==> src/rtl/mem_fill_arbiter.sv <==
// Shares single-ported main memory between the I-cache miss path and the
// D-cache miss/write-through path, sequencing 8-word block fills into the owner.
module mem_fill_arbiter #(
  parameter int WORDS    = 8,
  parameter int OFF_BITS = 4
) (
  input  logic                       clk,
  input  logic                       rst,
  input  logic                       i_miss,
  input  logic [15:0]                i_addr,
  input  logic                       d_miss,
  input  logic [15:0]                d_addr,
  input  logic                       d_wr,
  input  logic [15:0]                d_wdata,
  output logic                       d_wr_ack,
  output logic                       mem_en,
  output logic                       mem_wr,
  output logic [15:0]                mem_addr,
  output logic [15:0]                mem_wdata,
  input  logic                       mem_valid,
  input  logic [15:0]                mem_rdata,
  output logic                       fill_i_we,
  output logic                       fill_d_we,
  output logic [$clog2(WORDS)-1:0]   fill_word,
  output logic [15:0]                fill_data,
  output logic                       i_done,
  output logic                       d_done,
  output logic                       busy
);

  localparam int               CNT_W     = $clog2(WORDS);
  localparam logic [CNT_W-1:0] LAST_WORD = CNT_W'(WORDS - 1);
  localparam logic [CNT_W-1:0] CNT_ONE   = CNT_W'(1);
  localparam logic [15:0]      BASE_MASK = ~((16'd1 << OFF_BITS) - 16'd1);

  typedef enum logic [0:0] {
    ST_IDLE = 1'b0,
    ST_FILL = 1'b1
  } state_t;

  state_t             state_r;
  state_t             state_nxt_s;
  logic               owner_d_r;
  logic [15:0]        base_r;
  logic [CNT_W-1:0]   issue_cnt_r;
  logic               issue_done_r;
  logic [CNT_W-1:0]   rx_cnt_r;
  logic               grant_s;
  logic               grant_d_s;
  logic [15:0]        grant_base_s;
  logic [15:0]        issue_off_s;

  // Word address offset of the next read: two bytes per word.
  assign issue_off_s = {{(16-CNT_W-1){1'b0}}, issue_cnt_r, 1'b0};

  // State register.
  always_ff @(posedge clk or posedge rst) begin
    if (rst) begin
      state_r <= ST_IDLE;
    end else begin
      state_r <= state_nxt_s;
    end
  end

  // Grant latch plus issue/receive counters; counters wrap to zero at block end.
  always_ff @(posedge clk or posedge rst) begin
    if (rst) begin
      owner_d_r    <= 1'b0;
      base_r       <= 16'h0000;
      issue_cnt_r  <= {CNT_W{1'b0}};
      issue_done_r <= 1'b0;
      rx_cnt_r     <= {CNT_W{1'b0}};
    end else if (grant_s) begin
      owner_d_r    <= grant_d_s;
      base_r       <= grant_base_s;
      issue_cnt_r  <= {CNT_W{1'b0}};
      issue_done_r <= 1'b0;
      rx_cnt_r     <= {CNT_W{1'b0}};
    end else if (state_r == ST_FILL) begin
      if (!issue_done_r) begin
        issue_cnt_r <= issue_cnt_r + CNT_ONE;
        if (issue_cnt_r == LAST_WORD) begin
          issue_done_r <= 1'b1;
        end
      end
      if (mem_valid) begin
        rx_cnt_r <= rx_cnt_r + CNT_ONE;
      end
    end
  end

  // Arbitration, next state and all outputs; everything is forced low during reset.
  always_comb begin
    state_nxt_s  = state_r;
    grant_s      = 1'b0;
    grant_d_s    = 1'b0;
    grant_base_s = 16'h0000;
    d_wr_ack     = 1'b0;
    mem_en       = 1'b0;
    mem_wr       = 1'b0;
    mem_addr     = 16'h0000;
    mem_wdata    = 16'h0000;
    fill_i_we    = 1'b0;
    fill_d_we    = 1'b0;
    fill_word    = {CNT_W{1'b0}};
    fill_data    = 16'h0000;
    i_done       = 1'b0;
    d_done       = 1'b0;
    busy         = 1'b0;
    if (rst) begin
      state_nxt_s = ST_IDLE;
    end else begin
      case (state_r)
        ST_IDLE: begin
          // D side is older in the pipeline; a store never allocates.
          if (d_miss) begin
            grant_s      = 1'b1;
            grant_d_s    = 1'b1;
            grant_base_s = d_addr & BASE_MASK;
            state_nxt_s  = ST_FILL;
          end else if (d_wr) begin
            d_wr_ack  = 1'b1;
            mem_en    = 1'b1;
            mem_wr    = 1'b1;
            mem_addr  = d_addr;
            mem_wdata = d_wdata;
          end else if (i_miss) begin
            grant_s      = 1'b1;
            grant_base_s = i_addr & BASE_MASK;
            state_nxt_s  = ST_FILL;
          end else begin
            state_nxt_s = ST_IDLE;
          end
        end
        ST_FILL: begin
          busy = 1'b1;
          if (!issue_done_r) begin
            mem_en   = 1'b1;
            mem_addr = base_r + issue_off_s;
          end else begin
            mem_en = 1'b0;
          end
          if (mem_valid) begin
            fill_word = rx_cnt_r;
            fill_data = mem_rdata;
            fill_i_we = ~owner_d_r;
            fill_d_we = owner_d_r;
            if (rx_cnt_r == LAST_WORD) begin
              i_done      = ~owner_d_r;
              d_done      = owner_d_r;
              state_nxt_s = ST_IDLE;
            end else begin
              state_nxt_s = ST_FILL;
            end
          end else begin
            fill_data = 16'h0000;
          end
        end
        default: begin
          state_nxt_s = ST_IDLE;
        end
      endcase
    end
  end

endmodule

==> config.mk <==
export PLATFORM = sky130hd
export DESIGN_NAME = mem_fill_arbiter
export DESIGN_NICKNAME = d
export VERILOG_FILES = /design/src/rtl/mem_fill_arbiter.sv
export SDC_FILE = /design/constraint.sdc
export NUM_CORES = 1
export LEC_CHECK = 0
export ABC_AREA = 0
export ABC_CLOCK_PERIOD_IN_PS = 1300
export BUFFER_PORTS_ARGS = -buffer_cell sky130_fd_sc_hd__buf_2
export CAP_MARGIN = 30
export CORE_UTILIZATION = 35
export DETAILED_ROUTE_END_ITERATION = 10
export GPL_ROUTABILITY_DRIVEN = 0
export GPL_TIMING_DRIVEN = 0
export PLACE_DENSITY = 0.77
export SETUP_SLACK_MARGIN = 0.02
export SYNTH_ARGS = -nofsm -noshare
export SYNTH_HDL_FRONTEND = slang
export SYNTH_SLANG_ARGS = --single-unit
==> constraint.sdc <==
create_clock -name clk -period 1.3 [get_ports clk]
set_input_delay 0.13 -clock clk [delete_from_list [all_inputs] [get_ports clk]]
set_output_delay 0.13 -clock clk [all_outputs]
set_load 0.01 [all_outputs]
# == Word-level counts from Yosys, hierarchy flattened ==
# Cells that the tools add are included.
# word_totals
mem_count,0
reg_bits,25
in_bits,70
ramBits,0
latchBits,0
rom_bits,0
word_cells,83
output_inout_bits,59
# classes
n_reduce_logical,4
div,0
addsub,3
bitwise_logic,2
multipliers,0
n_eq_ne,3
shift,0
magnitude_cmp,0
n_mux,65
# op_table
op,count
two-way mux 16 bit,16
two-way mux 1 bit,37
one-hot mux 16 bit (2 select lines),1
two-way mux 3 bit,9
adder 16 x 4 -> 16 bit,1
"adder 3 x 1 -> 3 bit, second input constant",2
"equality test 3 bit, second input constant",2
one-hot mux 1 bit (2 select lines),2
AND reduction 2 bit,2
nonzero test 2 bit,2
"inequality test 2 x 1 -> 1 bit, second input constant",1
NOT 1 bit,2

# == Logic depth before layout (Yosys ltp) ==
# depth
ltp_word,7
depth_mapped,5
depth_no_buf,4

# == Worst setup path after synthesis ==
# Ideal clock, no wire load.
# synth_timing
path_type,reg2reg
startpoint,reg state_r
endpoint,reg base_r[10]
path_stages_with_launch,5
path_slack_ns,-0.046
t_required_ns,1.175
arrival_ns,1.222
setup_ns,0.125
period_less_slack_ns,1.346
path_buffers,1
path_cell_list,dfrtp_1 nor2_2 o21a_2 buf_6 mux2_2
# synth_via
elab_chain_cells,2
elab_cells_between_ends,4
classes_between,4 x mux
# synth_rtl
item,line_no,source
start: declaration,41,state_t state_r;
start signal: assignment,61,state_r <= state_nxt_s;
two-way mux 16 bit / two-way mux 1 bit (equally long branches),113,case (state_r)
two-way mux 16 bit / two-way mux 1 bit (equally long branches),110,if (rst) begin
end signal: assignment,75,base_r <= grant_base_s;
end: declaration,44,logic [15:0] base_r;
# Parallel ways exist; a longest one is shown, timed or not.
# A chain may end at the register's enable or synchronous reset.

# == Final worst setup path ==
# layout_timing
startpoint,reg state_r
endpoint,out mem_addr[2]
# layout_via
elab_chain_cells,3
# layout_rtl
item,line_no,source
NOT 1 bit,n/a,
one-hot mux 16 bit (2 select lines) (*),113,
two-way mux 16 bit (*),110,
end: declaration,18,"output logic [15:0] mem_addr,"
# Every way passes the cells marked *; elsewhere a longest branch is shown, timed or not.

==> metrics.csv <==
stage,metric,value,unit
outcome,status,"complete, but fails checks",
outcome,violations,setup timing,
sta,worst_pin_slew,0.835,ns
route,first_iter_violations,48,
critical_path,r2r_slack,-0.08,ns
sta,setup_ws,-0.414,ns
clocking,cts.path.max_buffers,2,
power,p_per_area,895,nW/um^2
sta,fin_hold_ws,0.131,ns
route,wirelength,4960,um
global_route,use_met3,0.0250,
global_route,grt_pass1_vias,1412,
sta,rsz0062_at_grt,yes,
floorplanning,rows,23,
critical_path,endpoint_kind,primary output,
global_route,groute.usage.overall,0.196,
power,fin_total_pwr,0.00237,W
clocking,cts.sink_count,21,
sta,max_slew_margin,0.443,
floorplanning,fp.coreArea,4120,um^2
synthesis,synth_cells,151,
synthesis,ys_seq_area_frac,0.342,
critical_path,r2r_end,base_r[10]$_DFFE_PP0P_,
clocking,cts_tree,yes,
placed_design,place_area,2260,um^2
global_route,grt_max_degree,22,
cells_and_area,syn_to_final_growth,72.5,%
route,drc_errors,0,
clocking,cts_inserted_buffers,3,
synthesis,ys_ff_latch,21,
power,p_leak,1.55,nW
sta,period_share,1.32,
synthesis,syn_avg_cell_area,10.2,um^2
global_route,busiest_layer,met2,
critical_path,crit_type,flop to primary output,
critical_path,cp.arrival,1.58,ns
cells_and_area,nFillCells,338,
clocking,clkLatencyLatePin,0.25,ns
critical_path,worstPathMaxFanout,7,
critical_path,reg2reg_from,state_r$_DFF_PP0_,
route,postRouteAntennaNets,0,
route,drtPass1Iterations,4,
placed_design,port-buffer-count,123,
sta,finalSetupViolCount,71,
clocking,ctsHoldBuffers,0,
global_route,grt-ovfl-total,0,
floorplanning,start_util,0.374,
cells_and_area,final_area,2650,um^2
cells_and_area,drive_gt1_frac,0.643,
synthesis,syn_area,1540,um^2
route,wl_per_cell,14.4,um
sta,report.final.slew_viol_count,0,
floorplanning,die_h,68.3,um
sta,clock.fmax,0.583,GHz
floorplanning,io_pins,129,
power,peakVddDrop,0.000691,V
sta,hold_viol,0,
floorplanning,fp.dieW,68.3,um
hold_path,hold_class,primary input to asynchronous set/reset pin,
synthesis,synth_nets,225,
critical_path,startpoint_type,flop,
cells_and_area,fin_nets,369,
global_route,antenna_found_initial,0,
critical_path,required,1.17,ns
synthesis,synth_cell_types,30,
clocking,cts_root_buf,clkbuf_8,
synthesis,yosys_warnings,0,
sta,period_minus_slack,1.71,ns
global_route,use_met2,0.347,
clocking,htreeDepth,1,
floorplanning,design.die.area,4660,um^2
run,cap_violations,0,
clocking,path_clk_slew,0.08,ns
sta,skew,0.000657,ns
critical_path,reg2regPathDepth,4,
global_route,use_met1,0.257,
cells_and_area,num_antenna_cells,0,
placed_design,dp_slack,-0.299,ns
route,via_per_inst,4.93,
global_route,grt_pass1_wl,6890,um
placed_design,hpwl,3370,um
route,routed-via-count,1695,
==> critical path, cell delays in order, from the launching register on <==
cell	delay, ns
dfrtp_2	0.45
nor2b_4	0.14
and2b_1	0.16
buf_6	0.13
buf_4	0.14
a22o_1	0.17
buf_2	0.13
==> where the power goes <==
group	total, W	switching [W]	internal [W]
Combinational	0.000998	0.000410	0.000587
Sequential	0.000948	0.000125	0.000823
Clock	0.000429	0.000211	0.000218
Total	0.00237	0.000746	0.00163
==> cell type report <==
class | instances | area [um^2] | area share
Inverter | 1 | 3.75 | 0.00142
Clock buffer | 4 | 45.0 | 0.0170
Sequential cell | 21 | 527 | 0.199
Tap cell | 50 | 62.6 | 0.0236
Buffer | 14 | 135 | 0.0509
Timing Repair Buffer | 140 | 900 | 0.339
Multi-Input combinational cell | 114 | 980 | 0.369
==> sequential cells by signal, summed over array words and instances (netlist names) <==
register,flops
state_r,1
owner_d_r,1
base_r,12
issue_done_r,1
rx_cnt_r,3
issue_cnt_r,3
==> per-layer routing <==
| metal | share of wire | vias to the layer above |
|---|---|---|
| li1 | - | 835 |
| met2 | 0.52 | 71 |
| met4 | 0.0079 | 0 |
| met5 | 0 | - |
| met3 | 0.064 | 4 |
| met1 | 0.41 | 785 |
==> worst max-delay path by stage <==
| stage | from | end | slack [ns] | depth (start not counted) |
|---|---|---|---|---|
| finish | state_r$_DFF_PP0_ | mem_addr[2] | -0.41 | 6 |
| detailed placement | state_r$_DFF_PP0_ | mem_addr[3] | -0.30 | 4 |
| global placement | state_r$_DFF_PP0_ | mem_addr[3] | -0.30 | 4 |
| global route | state_r$_DFF_PP0_ | mem_addr[10] | -0.47 | 6 |
| CTS | state_r$_DFF_PP0_ | mem_addr[10] | -0.41 | 6 |
| floorplan | state_r$_DFF_PP0_ | base_r[10]$_DFFE_PP0P_ | -0.02 | 4 |
==> layout by cell type (no fill, tap or decap), drive strengths merged, types with 2 or more instances in the layout <==
cell	netlist	layout
a21oi	3	3
a22o	28	28
and2	18	18
and3	21	21
buf	11	150
clkbuf	4	8
dfrtp	21	21
ha	4	4
mux2	12	12
mux2i	2	2
nand2	5	5
nand3	2	2
nor2	7	7
nor2b	3	3
==> synth_stat cells <==
cell type	n	share of area
a21o_1	1	0.0049
and2b_1	1	0.0049
ha_1	4	0.033
a21oi_1	3	0.0098
xor2_1	1	0.0057
nor2_2	1	0.0041
and3_1	21	0.085
a22o_1	28	0.16
nor3_1	1	0.0033
nand3_1	2	0.0065
nor2_1	6	0.015
nor2b_1	2	0.0081
nand2_1	5	0.012
mux2i_1	2	0.013
xnor2_1	1	0.0057
nor4b_4	1	0.015
inv_1	1	0.0024
mux2_4	7	0.068
or2_2	1	0.0041
mux2_2	3	0.022
clkbuf_1	4	0.0098
nor2b_4	1	0.0089
and2_1	18	0.073
buf_6	4	0.029
buf_2	5	0.016
dfrtp_1	21	0.34
o21a_2	1	0.0057
nor3b_2	1	0.0081
mux2_1	2	0.015
buf_4	2	0.0098
==> per-stage QoR <==
stage,utilization,cells,setup TNS [ns]
after floorplan,-,151,-0.376
after global placement,0.550,324,-9.97
after detailed placement,0.550,324,-10.49
after CTS,0.624,341,-19.21
after global routing,0.645,344,-23.74
final,0.645,344,-18.93
==> what timing repair did <==
item                                    CTS  global route
buffers inserted                         10             1
gates resized for setup                  38             9
endpoints found under the setup margin   71            79
pin swaps                                21             7
gates cloned                              4             2
==> cell families (layout without fill, tap and decap cells) <==
family	after synthesis	in the layout	share of synthesized area
fa+ha+maj	4	4	0.0325
mux	14	14	0.118
compound gates	33	33	0.180
xor+xnor	2	2	0.0114
simple gates	61	61	0.249
buf+inv	16	159	0.0675
flops	21	21	0.342
Power figures use the tool's default switching activity.
